$ cat config.mk
export PLATFORM = sky130hd
export DESIGN_NAME = spi_sub_flat
export DESIGN_NICKNAME = d
export VERILOG_FILES = /design/src/rtl/spi_sub_if.sv /design/src/rtl/spi_sub.sv /design/src/flat_wrapper.sv
export SDC_FILE = /design/constraint.sdc
export NUM_CORES = 1
export LEC_CHECK = 0
export CAP_MARGIN = 5
export CORE_ASPECT_RATIO = 1.1
export CORE_MARGIN = 3
export CORE_UTILIZATION = 50
export DETAILED_ROUTE_END_ITERATION = 8
export PLACE_DENSITY = 0.76
export SETUP_SLACK_MARGIN = 0.02
export SYNTH_ARGS = -nofsm -noshare
export SYNTH_HDL_FRONTEND = slang
export SYNTH_SLANG_ARGS = --single-unit
$ cat constraint.sdc
create_clock -name clk -period 18.38 [get_ports clk]
set_input_delay 2.757 -clock clk [delete_from_list [all_inputs] [get_ports clk]]
set_output_delay 2.757 -clock clk [all_outputs]
set_load 0.05 [all_outputs]
$ cat src/rtl/spi_sub_if.sv
// spi_sub_if: SPI wires between the AES link main and the spi_sub subordinate.
interface spi_sub_if;
    logic sclk;
    logic cs_n;
    logic mosi;
    logic miso;

    modport master (output sclk, output cs_n, output mosi, input miso);
    modport slave  (input sclk, input cs_n, input mosi, output miso);
endinterface

$ cat src/rtl/spi_sub.sv
// spi_sub: SPI subordinate for the 128-bit AES block link, oversampled on clk.
// Optional feature: define SPI_SUB_LOOPBACK_EN to echo the last rx block when no tx block is pending.
module spi_sub #(
    parameter int unsigned WIDTH       = 128,
    parameter int unsigned SYNC_STAGES = 2
) (
    input  logic             clk,
    input  logic             rst,
    spi_sub_if.slave         spi,
    input  logic [WIDTH-1:0] tx_data,
    input  logic             tx_load,
    output logic             tx_pending,
    output logic [WIDTH-1:0] rx_data,
    output logic             rx_valid,
    output logic             frame_err,
    output logic             busy
);
    localparam int unsigned CW = $clog2(WIDTH) + 1;
    localparam int unsigned SW = $clog2(SYNC_STAGES + 2);

    typedef enum logic [1:0] {WAIT_HIGH, IDLE, ACTIVE, DONE} state_t;
    state_t state, state_next;

    logic [SYNC_STAGES-1:0] sclk_sync, cs_sync, mosi_sync;
    logic                   sclk_prev, cs_prev;
    logic [SW-1:0]          settle;
    logic                   settled;
    logic                   sclk_s, cs_s, mosi_s;
    logic                   sclk_fall, cs_fall, cs_rise;
    logic                   start, abort, shift_en, last_bit, complete;
    logic [WIDTH-1:0]       holding, tx_shift, rx_shift, idle_fill;
    logic [CW-1:0]          bit_cnt;
    logic                   miso_d;

    // Settle counter: the cs_n chain resets to 1, so WAIT_HIGH must not trust it
    // until real samples have flushed the whole chain.
    always_ff @(posedge clk or posedge rst) begin
        if (rst) begin
            sclk_sync <= '0;
            cs_sync   <= '1;
            mosi_sync <= '0;
            sclk_prev <= 1'b0;
            cs_prev   <= 1'b1;
            settle    <= '0;
        end else begin
            sclk_sync <= {sclk_sync[SYNC_STAGES-2:0], spi.sclk};
            cs_sync   <= {cs_sync[SYNC_STAGES-2:0], spi.cs_n};
            mosi_sync <= {mosi_sync[SYNC_STAGES-2:0], spi.mosi};
            sclk_prev <= sclk_s;
            cs_prev   <= cs_s;
            if (!settled)
                settle <= settle + SW'(1);
        end
    end

    assign settled   = (settle == SW'(SYNC_STAGES + 1));
    assign sclk_s    = sclk_sync[SYNC_STAGES-1];
    assign cs_s      = cs_sync[SYNC_STAGES-1];
    assign mosi_s    = mosi_sync[SYNC_STAGES-1];
    assign sclk_fall = sclk_prev & ~sclk_s;
    assign cs_fall   = cs_prev & ~cs_s;
    assign cs_rise   = ~cs_prev & cs_s;

    // cs_n edges take priority over a coincident sclk edge
    assign start    = (state == IDLE) && cs_fall;
    assign abort    = (state == ACTIVE) && cs_rise;
    assign shift_en = (state == ACTIVE) && !cs_rise && sclk_fall;
    assign last_bit = (bit_cnt == CW'(WIDTH - 1));
    assign complete = shift_en && last_bit;

`ifdef SPI_SUB_LOOPBACK_EN
    assign idle_fill = rx_data;
`else
    assign idle_fill = '0;
`endif

    always_ff @(posedge clk or posedge rst) begin
        if (rst)
            state <= WAIT_HIGH;
        else
            state <= state_next;
    end

    always_comb begin
        state_next = state;
        case (state)
            WAIT_HIGH: if (settled && cs_s) state_next = IDLE;
            IDLE:      if (cs_fall)         state_next = ACTIVE;
            ACTIVE: begin
                if (cs_rise)
                    state_next = IDLE;
                else if (complete)
                    state_next = DONE;
            end
            DONE:      if (cs_rise)         state_next = IDLE;
            default:                        state_next = WAIT_HIGH;
        endcase
    end

    always_comb begin
        busy   = (state == ACTIVE);
        miso_d = (state == ACTIVE) ? tx_shift[WIDTH-1] : 1'b0;
    end

    assign spi.miso = miso_d;

    always_ff @(posedge clk or posedge rst) begin
        if (rst) begin
            holding    <= '0;
            tx_pending <= 1'b0;
            tx_shift   <= '0;
            rx_shift   <= '0;
            bit_cnt    <= '0;
            rx_data    <= '0;
            rx_valid   <= 1'b0;
            frame_err  <= 1'b0;
        end else begin
            rx_valid  <= complete;
            frame_err <= abort;
            if (start) begin
                tx_shift <= tx_pending ? holding : idle_fill;
                bit_cnt  <= '0;
            end else if (shift_en) begin
                tx_shift <= {tx_shift[WIDTH-2:0], 1'b0};
                rx_shift <= {rx_shift[WIDTH-2:0], mosi_s};
                bit_cnt  <= bit_cnt + CW'(1);
            end
            if (complete)
                rx_data <= {rx_shift[WIDTH-2:0], mosi_s};
            // A load coinciding with frame start refills the holding register after
            // the frame has taken the old value, so pending stays set.
            if (tx_load) begin
                holding    <= tx_data;
                tx_pending <= 1'b1;
            end else if (start) begin
                tx_pending <= 1'b0;
            end
        end
    end
endmodule
$ cat src/flat_wrapper.sv
// flat-port wrapper written by rule: the top's interface ports become plain ports
module spi_sub_flat 
#(
    parameter int unsigned WIDTH       = 128,
    parameter int unsigned SYNC_STAGES = 2
)
  (clk, rst, tx_data, tx_load, tx_pending, rx_data, rx_valid, frame_err, busy, spi_sclk, spi_cs_n, spi_mosi, spi_miso);
  spi_sub_if spi_i ();
  input  logic clk;
  input  logic rst;
  input  logic [WIDTH-1:0] tx_data;
  input  logic tx_load;
  output logic tx_pending;
  output logic [WIDTH-1:0] rx_data;
  output logic rx_valid;
  output logic frame_err;
  output logic busy;
  input wire logic [$bits(spi_i.sclk)-1:0] spi_sclk;
  input wire logic [$bits(spi_i.cs_n)-1:0] spi_cs_n;
  input wire logic [$bits(spi_i.mosi)-1:0] spi_mosi;
  output wire logic [$bits(spi_i.miso)-1:0] spi_miso;
  assign spi_i.sclk = spi_sclk;
  assign spi_i.cs_n = spi_cs_n;
  assign spi_i.mosi = spi_mosi;
  assign spi_miso = spi_i.miso;
  spi_sub #(.WIDTH(WIDTH), .SYNC_STAGES(SYNC_STAGES)) u_core (.clk(clk), .rst(rst), .spi(spi_i), .tx_data(tx_data), .tx_load(tx_load), .tx_pending(tx_pending), .rx_data(rx_data), .rx_valid(rx_valid), .frame_err(frame_err), .busy(busy));
endmodule
==> results.txt <==
Max Fclk: 0.1904 GHz
final setup TNS: 0 ns
# clock sinks: 534
1st-iter DRT viols: 993
cell family with most CP delay: buffers and inverters
worst vdd ir: 0.00008002 V
Site Rows: 78
P&R area growth vs syn: 21.82%
Synth Area per Inst: 11.37 sq um
PD cells: 113.3 nW/um^2
starting density of the core: 51.05%
ratio of cells with drive above 1 in the final layout: 16.90%
most frequent cells in the layout: 647 x nand2_1, 530 x dfrtp_1, 265 x clkdlybuf4s50_1, 226 x mux2_2, 128 x a21oi_1
crit-path cells: inv_1, ha_1, and2_1, clkdlybuf4s50_1
Die Y: 222.3 um
CTS tree: done
worst-case clock buffer depth: 3
Final ANT Viol Nets: 0
worst setup path start: u_core.state[0]$_DFFE_PP0P_
largest net degree at the start of global routing: 258
mapped cell area: 21,280 sq um
commonest non-fill, non-tap cell in the layout: nand2_1
worst slack, placed: 12.50 ns
total of max-cap violations: 0
Clk Latency, worst-skew pair: 0.56 ns
Crit path buffers/inverters: 2
Placer Congestion: 0.7577
clock-pin transition on the worst setup and hold timing paths: 0.06 ns
initial antenna violation count: 2
via count: 14,280
part of the Yosys area used for sequential elements: 62.83%
worst-case reg-to-reg path depth: 6
drt wl/cell: 16.25 um
CP peak stage delay: 0.80 ns
CP arrival: 2.50 ns
synthesis-stage register bit count: 534
outcome: completed
Post-Route WL: 43,520 um
n_diodes: 0
Max transition margin: 19.71%
Vias/cell: 5.331
cell depth of the worst setup path: 4
CTS root buffer: clkbuf_16
port bufs: 266
post-synthesis cell count: 1,872
Detailed Routing Iterations Pass 1: 5
H-tree depth: 2
die width: 202.7 um
RSZ-0062 raised after global routing: false
Yosys cell types: 37
YS warnings: 0
FF-to-FF setup slack: 14.87 ns
Core Region: 41,670 sq um
I/O pins: 267
worst flop-to-flop path startpoint: u_core.state[1]$_DFFE_PP0P_
residual DRC count: 0
leakage power figure: 12.32 nW
worst slew pin tran: 1.204 ns
nets@finish: 2,218
# Post-CTS Setup Buffers: 0
Syn Nets: 2,013
Worst Path Max Fanout: 7
Post-Route Skew: 0.01385 ns
die area: 45,060 sq um
critical path class: reg -> out
crit end category: output port
CP Capture Point: spi_miso
final setup violation count: 0
Reg-to-Reg End: u_core.rx_shift[10]$_DFFE_PP0P_
vias in the first global route: 14,190
fin crit share: 28.58%
Hold-fix buffers, CTS: 0
total power: 2.937 mW
Max stage delay cell, worst path: clkdlybuf4s50_1
gr usage total: 19.19%
Setup crit start kind: register
CP required: 15.62 ns
Setup WS post-layout: 13.13 ns
GRT Residual Overflow: 0
Final HPWL DP: 26,610 um
crit path time final: 5.253 ns
Slew Viols, Final: 0
CTS buffer count: 51
Worst Hold Class: reg -> reg
post-cts gate resize count: 0
first-pass GRT wire length: 72,490 um
Hold Fails Final Rpt: 0
worst min path at each step:
stage,depth (start not counted),from,slack [ns],endpoint
floorplan,0,u_core.mosi_sync[0]$_DFF_PP0_,0.33,u_core.mosi_sync[1]$_DFF_PP0_
global placement,0,u_core.sclk_sync[0]$_DFF_PP0_,0.34,u_core.sclk_sync[1]$_DFF_PP0_
detailed placement,0,u_core.sclk_sync[0]$_DFF_PP0_,0.34,u_core.sclk_sync[1]$_DFF_PP0_
CTS,0,u_core.mosi_sync[0]$_DFF_PP0_,0.35,u_core.mosi_sync[1]$_DFF_PP0_
global route,0,u_core.mosi_sync[0]$_DFF_PP0_,0.36,u_core.mosi_sync[1]$_DFF_PP0_
finish,0,u_core.mosi_sync[0]$_DFF_PP0_,0.35,u_core.mosi_sync[1]$_DFF_PP0_
report_power, final:
group | switching (mW) | leakage (nW) | internal [mW]
clock | 0.429 | 0.883 | 0.667
combinational | 0.200 | 4.65 | 0.178
sequential | 0.106 | 6.79 | 1.36
through the flow:
stage	hold slack, ns	area [sq um]	cells	utilization, %
after floorplan	0.3312	21280	1872	-
after global placement	0.3399	24130	2584	57.91
after detailed placement	0.3448	24130	2584	57.91
after CTS	0.3548	25920	2678	62.19
after global routing	0.3554	25920	2678	62.19
final	0.3519	25920	2678	62.19
cell usage after synthesis:
library cell	count	area share, %
xnor2_1	4	0.16
mux2_4	27	1.9
a221o_1	1	0.047
nor2b_1	1	0.029
dfrtp_1	531	62
ha_1	7	0.41
nand2b_2	1	0.041
buf_4	10	0.35
a32o_1	1	0.047
nand3b_1	1	0.035
a21o_1	1	0.035
nand2_1	647	11
buf_2	29	0.68
a31oi_1	127	3.7
and4_1	1	0.041
nand3_1	5	0.12
dfstp_2	3	0.37
and3_1	2	0.059
and2_1	1	0.029
nor2_1	7	0.12
clkbuf_1	58	1.0
or3_1	1	0.029
a21oi_1	128	3.0
o21ai_0	1	0.024
nand4_1	3	0.088
nor4bb_1	1	0.047
o41ai_1	1	0.041
mux2_2	226	12
nand2_4	1	0.053
nor3b_1	1	0.035
nor3_1	3	0.071
buf_6	16	0.85
buf_1	13	0.23
mux2_1	3	0.16
inv_1	4	0.071
mux2i_1	1	0.047
xor2_1	4	0.16
sequential cells by signal (all words and copies together) (netlist names):
name	flops
u_core.rx_data	128
u_core.holding	128
u_core.state	2
u_core.bit_cnt	8
u_core.rx_shift	127
u_core.tx_shift	128
u_core.sclk_sync	2
u_core.cs_sync	2
u_core.cs_prev	1
u_core.rx_valid	1
u_core.settle	2
u_core.frame_err	1
u_core.mosi_sync	2
u_core.tx_pending	1
u_core.sclk_prev	1
worst reg2reg max path, delay by kind of cell, from the launching register on:
family | cells | cell delay, ns
flip-flops | 1 | 0.40
adder cells (fa/ha/maj) | 1 | 0.23
buffers and inverters | 2 | 0.66
AND/OR/NAND/NOR | 2 | 1.32
multiplexers | 1 | 0.78
per-layer routing:
metal  vias to the layer above  wire, um  track usage, %
li1                       6705         -               -
met1                      7136     19930           28.09
met2                       374     20450           30.35
met3                        59      2269           3.165
met4                         2       861           4.695
met5                         -         9               0
logic make-up (layout without fill, tap and decap cells):
family / count (synthesis) / after routing / share of synthesized area, %
AOI/OAI and AO/OA: 260 / 260 / 6.940
xor gates and xnor gates: 8 / 8 / 0.3293
adders and majority gates: 7 / 7 / 0.4116
buffers and inverters: 130 / 376 / 3.205
DFF: 534 / 534 / 62.83
muxes: 257 / 257 / 14.07
and+or+nand+nor: 676 / 676 / 12.21
area by class of cell:
cell class | instances | area, sq um
flip-flops and latches | 534 | 13370
clock buffers | 76 | 1513
repair buffers | 278 | 2775
well taps | 560 | 700.7
fillers | 3278 | 15760
inverters | 4 | 22.52
clock inverters | 18 | 272.8
multi-input cells | 1208 | 7263
(Power assumes the default switching activity.)
